**config.mk**
```make
export PLATFORM = sky130hd
export DESIGN_NAME = vram_pixel_writer
export DESIGN_NICKNAME = d
export VERILOG_FILES = /design/src/rtl/vram_pixel_writer.sv
export SDC_FILE = /design/constraint.sdc
export NUM_CORES = 2
export LEC_CHECK = 0
export CAP_MARGIN = 0
export CORE_MARGIN = 3
export CORE_UTILIZATION = 57
export DETAILED_ROUTE_END_ITERATION = 6
export GPL_TIMING_DRIVEN = 0
export HOLD_SLACK_MARGIN = 0.06
export PLACE_DENSITY = 0.73
export REMOVE_ABC_BUFFERS = 1
export SYNTH_ARGS = -nofsm -noshare
export SYNTH_HDL_FRONTEND = slang
export SYNTH_SLANG_ARGS = --single-unit
```
**constraint.sdc**
```tcl
create_clock -name clock -period 6.8 [get_ports clock]
set_input_delay 0.68 -clock clock [delete_from_list [all_inputs] [get_ports clock]]
set_output_delay 0.68 -clock clock [all_outputs]
set_load 0.01 [all_outputs]
```
**src/rtl/vram_pixel_writer.sv**
```systemverilog
// 64x32 monochrome frame store for the VMA412 driver: registered row-read port
// plus a valid/ready pixel command port applied by read-modify-write of whole rows.
module vram_pixel_writer (
    input  logic        clock,
    input  logic        reset,
    input  logic [4:0]  rd_address,
    output logic [63:0] rd_data,
    input  logic        cmd_valid,
    output logic        cmd_ready,
    input  logic [1:0]  cmd_op,
    input  logic [5:0]  cmd_x,
    input  logic [4:0]  cmd_y,
    output logic        cmd_done,
    output logic        busy
);

    typedef enum logic [1:0] {CLR, IDLE, RD, WR} state_t;

    state_t      state, state_next;
    logic [4:0]  clr_row, clr_row_next;
    logic        clr_by_op, clr_by_op_next;
    logic        done_next;
    logic        accept;

    logic [1:0]  op_q;
    logic [5:0]  x_q;
    logic [4:0]  y_q;
    logic [63:0] row_buf;
    logic [63:0] mem [32];

    logic        wr_en;
    logic [4:0]  wr_row;
    logic [63:0] wr_data;

    function automatic logic [63:0] apply_op(input logic [63:0] row,
                                             input logic [1:0]  op,
                                             input logic [5:0]  x);
        logic [63:0] r;
        r = row;
        case (op)
            2'd0:    r[x] = 1'b1;
            2'd1:    r[x] = 1'b0;
            default: r[x] = ~row[x];
        endcase
        return r;
    endfunction

    assign cmd_ready = (state == IDLE);
    assign busy      = !cmd_ready;
    assign accept    = cmd_valid && cmd_ready;

    always_comb begin
        state_next     = state;
        clr_row_next   = clr_row;
        clr_by_op_next = clr_by_op;
        done_next      = 1'b0;
        wr_en          = 1'b0;
        wr_row         = clr_row;
        wr_data        = '0;
        case (state)
            CLR: begin
                wr_en        = 1'b1;
                clr_row_next = clr_row + 5'd1;
                if (clr_row == 5'd31) begin
                    state_next     = IDLE;
                    done_next      = clr_by_op;
                    clr_by_op_next = 1'b0;
                end
            end
            IDLE: begin
                if (accept) begin
                    if (cmd_op == 2'd3) begin
                        state_next     = CLR;
                        clr_row_next   = 5'd0;
                        clr_by_op_next = 1'b1;
                    end else begin
                        state_next = RD;
                    end
                end
            end
            RD: state_next = WR;
            WR: begin
                wr_en      = 1'b1;
                wr_row     = y_q;
                wr_data    = apply_op(row_buf, op_q, x_q);
                done_next  = 1'b1;
                state_next = IDLE;
            end
            default: state_next = CLR;
        endcase
    end

    // control: reset aborts anything in flight and restarts the sweep
    always_ff @(posedge clock) begin
        if (!reset) begin
            state     <= CLR;
            clr_row   <= 5'd0;
            clr_by_op <= 1'b0;
            cmd_done  <= 1'b0;
        end else begin
            state     <= state_next;
            clr_row   <= clr_row_next;
            clr_by_op <= clr_by_op_next;
            cmd_done  <= done_next;
        end
    end

    always_ff @(posedge clock) begin
        if (accept) begin
            op_q <= cmd_op;
            x_q  <= cmd_x;
            y_q  <= cmd_y;
        end
        if (state == RD)
            row_buf <= mem[y_q];
    end

    // writes are suppressed while reset is asserted so an aborted op leaves no trace
    always_ff @(posedge clock) begin
        if (reset && wr_en)
            mem[wr_row] <= wr_data;
    end

    // display port reads the pre-write value when the same row is written this edge
    always_ff @(posedge clock) begin
        if (!reset)
            rd_data <= '0;
        else
            rd_data <= mem[rd_address];
    end

endmodule
```
Word-level counts from Yosys, hierarchy flattened

Memories as Yosys holds them, arrays and structs flattened. A register that Yosys moved wholly into a read port is not among the register bits.
Cells that the tools add are included.

Equal/unequal tests: 9
Multipliers: 0
Bitwise gates (word level): 4
Multiplexer cells: 24
Add/sub/neg operators: 1
Reductions and logical operators: 12
Divide/modulo/power cells: 0
$lt $le $gt $ge: 2
Shift operators: 0

Operator list:

| cell                                                                   | count |
|---|---|
| 64-bit case mux with 2 select lines                                    | 1 |
| 64-bit AND                                                             | 1 |
| 64-bit bitwise mux                                                     | 1 |
| 64-bit 2-to-1 mux                                                      | 1 |
| 64-bit inverter                                                        | 1 |
| 64-bit bitwise OR                                                      | 1 |
| 5-bit 2-to-1 mux                                                       | 3 |
| 5-bit case mux with 2 select lines                                     | 1 |
| 1-bit 2-to-1 mux                                                       | 9 |
| 2-bit case mux with 4 select lines                                     | 1 |
| 6-bit by 7-bit < comparator with 1-bit output (second input constant)  | 1 |
| 1-bit binary-select mux with 6-bit select                              | 1 |
| 1-bit demux with 6-bit select                                          | 1 |
| 2-bit == test (second input constant)                                  | 3 |
| 6-bit by 1-bit >= comparator with 1-bit output (second input constant) | 1 |
| 2-bit 2-to-1 mux                                                       | 3 |
| 5-bit by 1-bit adder with 5-bit output (second input constant)         | 1 |
| 5-bit == test (second input constant)                                  | 1 |
| 2-bit by 1-bit == test with 1-bit output (second input constant)       | 2 |
| 2-bit zero test                                                        | 2 |
| 2-bit by 1-bit != test with 1-bit output (second input constant)       | 2 |
| 1-bit case mux with 2 select lines                                     | 2 |
| 4-bit AND reduction                                                    | 1 |
| 1-bit logical AND                                                      | 3 |
| other kinds (7)                                                        | 8 |

Memories kept: 1
RAM bits: 2,048
Flip-flop bits (word level): 22
Memory bits (read-only): 0
Output and inout bits: 67
Bits in latches: 0
Word-level logic and storage cells: 60

Memory list:

| name | words | bits a word | read ports | clocked after Yosys merged registers in | wr ports | line | RTL |
|---|---|---|---|---|---|---|---|
| mem  | 32    | 64          | 2          | 2                                       | 1        | 29   | `logic [63:0] mem [32];` |

Longest topological paths before layout

Depth in word-level cells: 8
Mapped depth: 10

Least setup slack after synthesis

No wires, ideal clock.

Path type: register to register
Start: register state[0]
End: memory mem[3][0], enable pin
Data required time: 6.313 ns
Slack: 2.042 ns
Cell stages (with the launch flop): 7
Period minus slack after synthesis: 4.758 ns
Arrival: 4.271 ns
Path buffers: 2
Path through: dfxtp_1 ha_1 clkbuf_1 mux2i_1 or3_1 clkbuf_1 nor2_1

Longest elaborated chain between the ends: 6
Elaborated cells between the ends (all ways): 8

Ends and longest elaborated chain:

| item                                                    | line | RTL |
|---|---|---|
| from (decl)                                             | 19   | `state_t state, state_next;` |
| from (signal assigned)                                  | 101  | `state <= state_next;` |
| 2-bit == test / 2-bit zero test (equally long branches) | 60   | `case (state)` |
| 2-bit OR reduction (no line)                            | n/a  |  |
| 1-bit 2-to-1 mux                                        | 60   |  |
| 1-bit logical AND                                       | 120  | `if (reset && wr_en)` |
| 1-bit 2-to-1 mux                                        | 120  |  |
| 1-bit 2-to-1 mux (not written as such)                  | 121  | `mem[wr_row] <= wr_data;` |
| to (decl)                                               | 29   |  |

Parallel ways exist; a longest one is shown, timed or not.

Final worst setup path

Start: register x_q[0]
End: memory mem[10][54], data pin

Longest elaborated chain between the ends: 8
Elaborated cells between the ends (all ways): 14

Ends and longest elaborated chain:

| item                                                                                                                                         | line       | RTL |
|---|---|---|
| from (decl)                                                                                                                                  | 26         | `logic [5:0] x_q;` |
| from (signal assigned)                                                                                                                       | 111        | `x_q <= cmd_x;` |
| 6-bit by 7-bit < comparator with 1-bit output (not written as such) / 6-bit by 1-bit >= comparator with 1-bit output (equally long branches) | 41, 42, 43 |  |
| 1-bit logical AND (not written as such)                                                                                                      | 41, 42, 43 |  |
| 1-bit 2-to-1 mux (not written as such)                                                                                                       | 41, 42, 43 |  |
| 1-bit demux with 6-bit select                                                                                                                | 41, 42, 43 |  |
| 64-bit inverter (no line)                                                                                                                    | n/a        |  |
| 64-bit AND (no line)                                                                                                                         | n/a        |  |
| 64-bit case mux with 2 select lines *                                                                                                        | 40         | `case (op)` |
| 64-bit 2-to-1 mux *                                                                                                                          | 60         |  |
| named net wr_data[54]                                                                                                                        | 33         | `logic [63:0] wr_data;` |

Mark *: on every way through the listed nets, which the timed path passes. The rest lies on a longest branch. The select of a mux whose other input is x is not followed.

==> reports/results.ini <==
[pwr]
p_switching_mw=5.79
p_per_area_mw_per_mm2=237
swShare=0.208
p_leak_nw=39.4
combPwrFrac=0.038
pwr-share-clk=0.433
power.internal_mw=22.1
seqPwrFrac=0.529
ir_worst_vdd_v=0.000245
power_mw=27.9

[global_route]
gr-total-overflow=0
grt_usage=0.330
grt_max_degree=101
grt_pass1_vias=56300
grt_pass1_wl_um=417000
antenna_found_initial=1

[clock_tree]
cts_sinks=2198
hold_buffers=0
clk_path_buf_depth=3
clk_pin_slew_ns=0.06
cts-root-buf=clkbuf_16
post_cts_resized=0
clk_latency_ns=0.89
cts_tree=built
cts_buffers=219
cts_max_level=4
cts_setup_buffers=0

[sta]
slew_headroom=0.0526
slew_violations=0
whs_ns=0.362
finalHoldViolations=0
setup_viol=0
fmax_mhz=216
rsz0062_at_grt=false
period_share=0.682
tightest_slew_ns=1.42
period_needed_ns=4.64
tns_ns=0
skew_ns=0.0448

[detailed_routing]
drcViolationCount=0
dr_total_vias=54700
post_drt_wl_per_cell_um=40.0
wl_met2_um=145000
vias_per_cell=7.50
ant_nets=0
wl_met1_um=97400
dr.first_iter.drc_count=7841
highest_layer=met5
dr.pass1.iters=6
routed_wl_um=292000
wl_met3_um=31100

[synthesis]
ys_seq_area_frac=0.652
synth.largest_area_cell=edfxtp_1
ys.flop_type=edfxtp_1
synth_top_area_frac=0.637
synth_edf_count=2125
syn_area_mm2=0.100
yosys-top-cells-area=edfxtp_1 (64%), mux4_2 (29%), dfxtp_1 (1.5%)
syn_avg_cell_area_um2=22.3
synthDistinctLibCells=40
yosys_warnings=0
syn_inst=4493
async_flop_share=0
ys_seq_elements=2198

[setup_path]
cp_data_required_time_ns=7.51
rr_endpoint=mem[10][54]
slowest_delay_ns=0.89
path_delay_family=compound AO/OA/AOI/OAI gates
critPathLaunch=x_q[0]
crit_path_end_kind=register
worstReg2RegStart=x_q[0]
reg2reg_slack_ns=2.16
reg2reg_depth=10
critPathArrivalTime_ns=5.35
cp.depth=10
crit_chain=buf_16 -> buf_16 -> mux2i_1 -> o22ai_1 -> a221oi_1 -> o22a_1 -> nand4_4 -> buf_16 -> a31oi_2 -> buf_6
crit_type=reg2reg
cp_max_fo=34
critPathBufInv=4
slowest_stage=a31oi_2
critPathLaunchType=register
worst_path_most_repeated_cell=buf_16

[hold_path]
hold_path_end=rd_data[54]
hp-start=rd_address[4]
holdPathStages=3
hold_path.class=in2reg

[floorplanning]
die_area_mm2=0.181
die_y_um=425
core_mm2=0.174
pin_count=88
num_rows=153
start_util=0.575
die_w_um=425

[flow_run]
drv_cap=0

[status]
status=finished, final reports clean

[place]
dp.final_hpwl_um=190000
numPortBuffers=87
globalplace.congestion=0.792

[layout]
nets=4810
synthToLayoutAreaGrowth_pct=17.8
finalCoreUtilization=0.677
drive_gt1_frac=0.429

==> cells in the mapped netlist, types with 11 or more instances <==
master and number:
nor2b_1 73, buf_2 93, nor2_1 52, mux2_2 69, mux4_2 1280, a22oi_1 14, buf_1 40, buf_4 27
clkbuf_1 208, a31oi_1 119, edfxtp_1 2125, nand2_1 81, a21oi_1 50, o211ai_1 11, dfxtp_1 73, mux2i_1 98
==> metal layers <==
| layer | vias to the layer above | track usage |
|---|---|---|
| met5 | - | 0 |
| met4 | 4 | 0.168 |
| met3 | 1027 | 0.0684 |
| met2 | 3994 | 0.536 |
| met1 | 29100 | 0.428 |
| li1 | 20600 | - |
==> tightest hold or removal path: cells and delay by family <==
| kind | cells | cell delay, ns |
|---|---|---|
| simple gates | 1 | 0.10 |
| mux | 1 | 0.19 |
| buf+inv | 1 | 0.19 |
==> area by class of cell <==
| cell class | count | area (um2) |
|---|---|---|
| antenna | 2 | 5.00 |
| clock buffer | 254 | 5680 |
| clock inverter | 154 | 1440 |
| fill | 10400 | 56300 |
| inverter | 7 | 26.3 |
| multi-input combinational | 1917 | 34000 |
| sequential | 2198 | 65300 |
| tap | 2325 | 2910 |
| timing repair buffer | 439 | 8630 |
==> power by group through the flow <==
| stage | Clock (mW) | Sequential, mW | Combinational, mW |
|---|---|---|---|
| floorplan | 0 | 15.1 | 0.481 |
| global placement | 0 | 15.1 | 2.02 |
| detailed placement | 0 | 15.1 | 1.05 |
| CTS | 12.2 | 14.8 | 1.06 |
| global route | 12.8 | 14.8 | 1.10 |
| finish | 12.1 | 14.8 | 1.06 |
==> cell usage in the layout, fill, tap and decap left out, types with 24 or more instances in the layout <==
cell type	instances
dfxtp_1	73
a31oi_1	55
buf_16	164
a21oi_1	50
mux2_2	69
mux2i_1	98
nor2b_1	72
buf_6	41
edfxtp_1	2125
mux4_2	1280
a31oi_2	60
buf_12	110
clkbuf_16	222
clkbuf_1	32
nand2_1	81
bufinv_16	24
nor2_4	32
clkinv_1	63
buf_8	42
clkinv_2	47
clkdlybuf4s50_1	81
==> metrics by stage <==
step,cells,setup slack [ns],instance area (um2)
3_5_place_dp,6885,2.09,111000
3_3_place_gp,6534,-34.96,102000
5_1_grt,7294,2.10,118000
4_1_cts,7293,2.34,118000
2_1_floorplan,4122,-18.21,98500
6_report,7296,2.16,118000
==> logic make-up (layout without fill, tap and decap cells) <==
logic type      Yosys count  after routing  share of synthesized area
compound gates          212            212                     0.0130
xor+xnor                  2              2                   0.000175
fa+ha+maj                 7              7                   0.000874
buf+inv                 378            854                     0.0166
flops                  2198           2198                      0.652
mux                    1447           1447                      0.305
other cells               0              2                          0
simple gates            249            249                     0.0123
==> registers in the layout, summed over array words and instances (netlist names) <==
| name | flops |
|---|---|
| mem | 2048 |
| rd_data | 64 |
| row_buf | 64 |
| x_q | 6 |
| clr_row | 5 |
| y_q | 5 |
| op_q | 2 |
| state | 2 |
| clr_by_op | 1 |
| cmd_done | 1 |
==> how the worst max path moves through the flow <==
stage / end / slack [ns]
final: mem[10][54] / 2.16
after CTS: mem[28][54] / 2.34
after global routing: mem[11][54] / 2.10
after global placement: mem[31][35] / -34.96
after detailed placement: rd_data[17] / 2.09
after floorplan: mem[11][0] / -18.21
Power figures use the tool's default switching activity.
